[src/rtl/pneumatic_pkg.sv]
// Shared types for the pneumatic cylinder plant: the cylinder state codes, the
// valve direction encoding and the state derivation used by every cylinder.
package pneumatic_pkg;

    typedef enum logic [1:0] {
        RETRACTED  = 2'd0,
        EXTENDING  = 2'd1,
        EXTENDED   = 2'd2,
        RETRACTING = 2'd3
    } cyl_state_t;

    typedef enum logic {
        RET = 1'b0,
        EXT = 1'b1
    } dir_t;

    // The state is fully determined by where the valve points and whether the
    // piston sits at the end it is heading for.
    function automatic cyl_state_t derive_state(input dir_t dir, input logic at_start,
                                                input logic at_end);
        if (dir == EXT) return at_end ? EXTENDED : EXTENDING;
        else            return at_start ? RETRACTED : RETRACTING;
    endfunction

endpackage

[src/rtl/cylinder_model.sv]
// One double-acting cylinder behind a bistable 5/2 valve: direction memory,
// saturating position counter, derived state and limit switches.
// Build option PLANT_BOUNCE_EN adds contact bounce on the limit switches.
module cylinder_model
    import pneumatic_pkg::*;
#(
    parameter int TRAVEL_CYCLES = 1000,
    parameter int BOUNCE_CYCLES = 4,
    parameter int CNT_W         = 16
) (
    input  logic             clk,
    input  logic             reset,
    input  logic             plus,
    input  logic             minus,
    output logic             x0,
    output logic             x1,
    output cyl_state_t       state,
    output logic             conflict,
    output logic [CNT_W-1:0] pos
);

    localparam logic [CNT_W-1:0] POS_MAX = CNT_W'(TRAVEL_CYCLES);

    // A bad configuration stops elaboration instead of silently wrapping.
    if (TRAVEL_CYCLES < 2 || BOUNCE_CYCLES < 1 || (TRAVEL_CYCLES >> CNT_W) != 0) begin : g_param_check
        $error("cylinder_model: invalid TRAVEL_CYCLES/BOUNCE_CYCLES/CNT_W");
    end

    dir_t             dir, dir_next;
    logic [CNT_W-1:0] pos_next;
    logic             at0_next, at1_next;
    logic             x0_next, x1_next;

`ifdef PLANT_BOUNCE_EN
    localparam int BW = $clog2(BOUNCE_CYCLES + 1);
    logic [BW-1:0] bounce_cnt, bounce_cnt_next;
    logic          contact_next;
`endif

    // NOTE: every signal assigned in always_comb gets a default first, so no
    // path leaves it unassigned and no latch is inferred.
    always_comb begin
        dir_next = dir;
        if (plus && !minus)      dir_next = EXT;
        else if (minus && !plus) dir_next = RET;

        // Motion follows the direction being latched this edge, so a reversal
        // mid-stroke moves the piston back on the same edge.
        pos_next = pos;
        if (dir_next == EXT && pos != POS_MAX)  pos_next = pos + CNT_W'(1);
        else if (dir_next == RET && pos != '0)  pos_next = pos - CNT_W'(1);

        at0_next = (pos_next == '0);
        at1_next = (pos_next == POS_MAX);

`ifdef PLANT_BOUNCE_EN
        bounce_cnt_next = bounce_cnt;
        contact_next    = x0 | x1;
        if (!(at0_next || at1_next)) begin
            bounce_cnt_next = '0;
            contact_next    = 1'b0;
        end else if (pos_next != pos) begin
            bounce_cnt_next = BW'(BOUNCE_CYCLES);
            contact_next    = 1'b1;
        end else if (bounce_cnt != '0) begin
            bounce_cnt_next = bounce_cnt - BW'(1);
            contact_next    = ~(x0 | x1);
        end else begin
            contact_next    = 1'b1;
        end
        x0_next = at0_next & contact_next;
        x1_next = at1_next & contact_next;
`else
        x0_next = at0_next;
        x1_next = at1_next;
`endif
    end

    // NOTE: sequential state uses non-blocking assignments so every register
    // samples the pre-edge values regardless of statement order.
    always_ff @(posedge clk) begin
        if (reset) begin
            dir        <= RET;
            pos        <= '0;
            state      <= RETRACTED;
            x0         <= 1'b1;
            x1         <= 1'b0;
            conflict   <= 1'b0;
`ifdef PLANT_BOUNCE_EN
            bounce_cnt <= '0;
`endif
        end else begin
            dir        <= dir_next;
            pos        <= pos_next;
            state      <= derive_state(dir_next, at0_next, at1_next);
            x0         <= x0_next;
            x1         <= x1_next;
            conflict   <= plus & minus;
`ifdef PLANT_BOUNCE_EN
            bounce_cnt <= bounce_cnt_next;
`endif
        end
    end

endmodule

[src/rtl/pneumatic_plant.sv]
// Two-cylinder pneumatic plant closing the loop around the four-slot sequencer.
// Build option PLANT_BOUNCE_EN enables limit-switch contact bounce.
module pneumatic_plant
    import pneumatic_pkg::*;
#(
    parameter int TRAVEL_CYCLES = 1000,
    parameter int BOUNCE_CYCLES = 4,
    parameter int CNT_W         = 16
) (
    input  logic             CLK,
    input  logic             RESET,
    input  logic             Ap,
    input  logic             Am,
    input  logic             Bp,
    input  logic             Bm,
    output logic             a0,
    output logic             a1,
    output logic             b0,
    output logic             b1,
    output logic [1:0]       a_state,
    output logic [1:0]       b_state,
    output logic [1:0]       conflict,
    output logic [CNT_W-1:0] a_pos,
    output logic [CNT_W-1:0] b_pos
);

    cyl_state_t a_st, b_st;
    logic       a_conflict, b_conflict;

    cylinder_model #(
        .TRAVEL_CYCLES(TRAVEL_CYCLES),
        .BOUNCE_CYCLES(BOUNCE_CYCLES),
        .CNT_W        (CNT_W)
    ) u_cyl_a (
        .clk     (CLK),
        .reset   (RESET),
        .plus    (Ap),
        .minus   (Am),
        .x0      (a0),
        .x1      (a1),
        .state   (a_st),
        .conflict(a_conflict),
        .pos     (a_pos)
    );

    cylinder_model #(
        .TRAVEL_CYCLES(TRAVEL_CYCLES),
        .BOUNCE_CYCLES(BOUNCE_CYCLES),
        .CNT_W        (CNT_W)
    ) u_cyl_b (
        .clk     (CLK),
        .reset   (RESET),
        .plus    (Bp),
        .minus   (Bm),
        .x0      (b0),
        .x1      (b1),
        .state   (b_st),
        .conflict(b_conflict),
        .pos     (b_pos)
    );

    assign a_state  = a_st;
    assign b_state  = b_st;
    assign conflict = {b_conflict, a_conflict};

endmodule

[config.mk]
export PLATFORM = sky130hd
export DESIGN_NAME = pneumatic_plant
export DESIGN_NICKNAME = d
export VERILOG_FILES = /design/src/rtl/pneumatic_pkg.sv /design/src/rtl/cylinder_model.sv /design/src/rtl/pneumatic_plant.sv
export SDC_FILE = /design/constraint.sdc
export NUM_CORES = 1
export LEC_CHECK = 0
export ABC_AREA = 1
export BUFFER_PORTS_ARGS = -buffer_cell sky130_fd_sc_hd__buf_4
export CORE_MARGIN = 2
export CORE_UTILIZATION = 45
export CTS_CLUSTER_DIAMETER = 150
export DETAILED_ROUTE_END_ITERATION = 6
export GPL_ROUTABILITY_DRIVEN = 0
export GPL_TIMING_DRIVEN = 0
export REMOVE_ABC_BUFFERS = 1
export SYNTH_ARGS = -nofsm -noshare
export SYNTH_HDL_FRONTEND = slang
export SYNTH_SLANG_ARGS = --single-unit
[constraint.sdc]
create_clock -name CLK -period 2.5 [get_ports CLK]
set_input_delay 0.375 -clock CLK [delete_from_list [all_inputs] [get_ports CLK]]
set_output_delay 0.375 -clock CLK [all_outputs]
set_load 0.01 [all_outputs]
==> metrics.yaml <==
drt_wl_total_mm: 10.6
crit_type: "flip-flop to flip-flop"
htree_levels: 2
synth_common_cells: "254 x nand2_1, 116 x nor2_1, 76 x nand3_1, 60 x inv_1, 44 x dfxtp_1"
r2r-start: "u_cyl_b.pos[0]"
antenna_found_initial: 0
period_minus_slack_ps: 2290
combPwrFrac_pct: 68.9
num-fill-cells: 852
r2r_slack_ps: 210
cts_tree: "built"
setup_viol: 0
yosysWarnings: 0
intPower_mw: 2.77
p_clk_share_pct: 9.0
synth_cell_types: 27
routed.top_layer: "met4"
place_ws_ps: -28.6
die-area_um2: 8850
endpoint_kind: "flip-flop"
areaGrowthSynthToFinish_pct: 15.1
crit_arrival_ps: 2520
vias_per_cell: 5.15
clock-skew-final_ps: 11.8
async_flop_share_pct: 0
synth.most_common_cell: "nand2_1"
insertion_delay_ps: 310
cap_violations: 0
holdPathStages: 3
antennaDiodeCount: 0
place_area_um2: 4050
clockBufferDepth: 2
nets: 723
grtUsageTotal_pct: 24.4
switching_share_pct: 56.5
synth-edff-count: 0
fmax_mhz: 436
drtPass1Iterations: 5
holdCritStartpoint: "Am"
synth_top_area_share_pct: 26.1
num_rows: 32
met3_length_um: 745
synthCells: 672
start_util_pct: 46.7
grt_pass1_wl_mm: 17.3
switching_power_mw: 3.61
stdcell_area_um2: 4200
io_pins: 48
rsz0062_at_grt: "false"
startpoint_type: "flip-flop"
num_vias: 4200
synthFlopType: "dfxtp_1"
final_util_pct: 53.8
power_density_nw_per_um2: 1520
clkTransAtPathRegs_ps: 90
wl_per_cell_um: 13.0
drt_iter0_markers: 358
hold_viol: 0
ys_ff_latch: 44
drc: 0
power.leakage_nw: 2.17
postCtsSetupRepairBufs: 0
wl_met1_mm: 5.33
min_period_over_period_pct: 91.7
synth.largest_area_cell: "nand2_1"
cp.required_ps: 2720
die_width_um: 94.1
coreArea_um2: 7810
min_to: "u_cyl_a.conflict"
clock_sinks: 44
hp-class: "input port to flip-flop"
status: "completed"
grt_pass1_vias: 3607
r2r_end: "u_cyl_b.state[1]"
timing.final.ws_setup_ps: 208
cts_buffers: 5
wl_met2_mm: 4.47
final-max-slew-violation-count: 0
synthTopCellsByArea: "nand2_1 26%, dfxtp_1 24%, nor2_1 12%"
io_buffers: 47
ir_drop_uv: 774
synth_area_um2: 3650
slew_headroom_pct: 66.5
clock_tree.root_cell: "clkbuf_8"
grt_max_degree: 41
worst_pin_slew_ps: 503
fp.dieH_um: 94.1
worst-path-max-fanout: 9
ant_nets: 0
layout-drive-gt1-share_pct: 14.7
worstRegToRegCells: 14
dp.final_hpwl_mm: 8.22
ys_seq_area_share_pct: 24.1
seqPwrFrac_pct: 22.1
overflow: 0
synth.avg_cell_area_um2: 5.43
## metal layers
metal,vias up,global-route usage (%)
met3,5,3.21
met2,155,36.3
li1,2186,-
met4,0,5.07
met1,1854,37.4
met5,-,0
## flip-flops by register name, indices dropped and copies added (netlist names), 2 cells and up
register,count
u_cyl_a.pos,16
u_cyl_b.pos,16
u_cyl_a.state,2
u_cyl_b.state,2
## critical path, cell delays in order (launching register included)
cell     delay, ps
dfxtp_2        380
inv_1          130
ha_2           260
nand2_1        110
nor2_1         140
nand2_2        140
nand2_2        140
inv_2          110
nand2_1        120
nand2_2         70
nor2_4         150
nand3_1        110
nor2_2         110
nand3_1         80
a21oi_1        160
## through the flow
step	power [mW]	instances	TNS, ps	hold WS (ps)
2_1_floorplan	4.41	659	0	444
3_3_place_gp	5.63	808	-40.9	581
3_5_place_dp	5.68	808	-28.6	591
4_1_cts	6.29	816	0	291
5_1_grt	7.07	816	0	304
6_report	6.38	816	0	301
## cells by family after synthesis
group | after synthesis | synth area share (%)
adders and majority gates | 4 | 1.37
xor gates and xnor gates | 9 | 2.16
DFF | 44 | 24.1
buffers and inverters | 83 | 9.46
AOI/OAI and AO/OA | 34 | 4.87
and+or+nand+nor | 498 | 58.0
## cell usage in the layout (no fill, tap or decap), types with 10 or more instances in the layout
cell type,instances
nor2_2,10
dfxtp_1,41
nand4_1,12
nor2_1,114
a21oi_1,23
buf_4,47
nand2_2,15
inv_1,59
nand3_1,76
nand2_1,253
## worst max-delay path by stage
stage / startpoint / endpoint / slack [ps] / cells after the start
after floorplan: u_cyl_a.pos[0] / u_cyl_a.state[0] / 490 / 16
after global placement: u_cyl_a.pos[0] / u_cyl_a.state[0] / -40 / 17
after detailed placement: u_cyl_a.pos[0] / u_cyl_a.state[0] / -30 / 17
after CTS: u_cyl_a.pos[0] / u_cyl_a.state[0] / 20 / 17
after global routing: u_cyl_a.pos[1] / u_cyl_a.state[0] / 8 / 16
final: u_cyl_b.pos[0] / u_cyl_b.state[1] / 210 / 14
## repair_timing
item / CTS / global route
setup endpoints to repair: 2 / 7
gates resized for setup: 1 / 13
cloned: 0 / 0
hold buffers: 0 / 0
pin swaps: 0 / 0
## power groups by stage
stage               Sequential [mW]  Clock, mW  Combinational [mW]
finish                         1.41      0.577                4.40
global route                   1.46      0.609                5.00
CTS                            1.40      0.599                4.29
detailed placement             1.41          0                4.27
global placement               1.41          0                4.22
floorplan                      1.39          0                3.03
## area by class of cell
class                   count  area, µm²  area share, %
multi-input cells         545       2450           58.4
clock inverters             3       46.3           1.10
clock buffers               5       68.8           1.64
inverters                  70        265           6.32
well taps                 102        128           3.04
flip-flops and latches     44        885           21.1
repair buffers             47        353           8.40
Power figures use the tool's default switching activity.
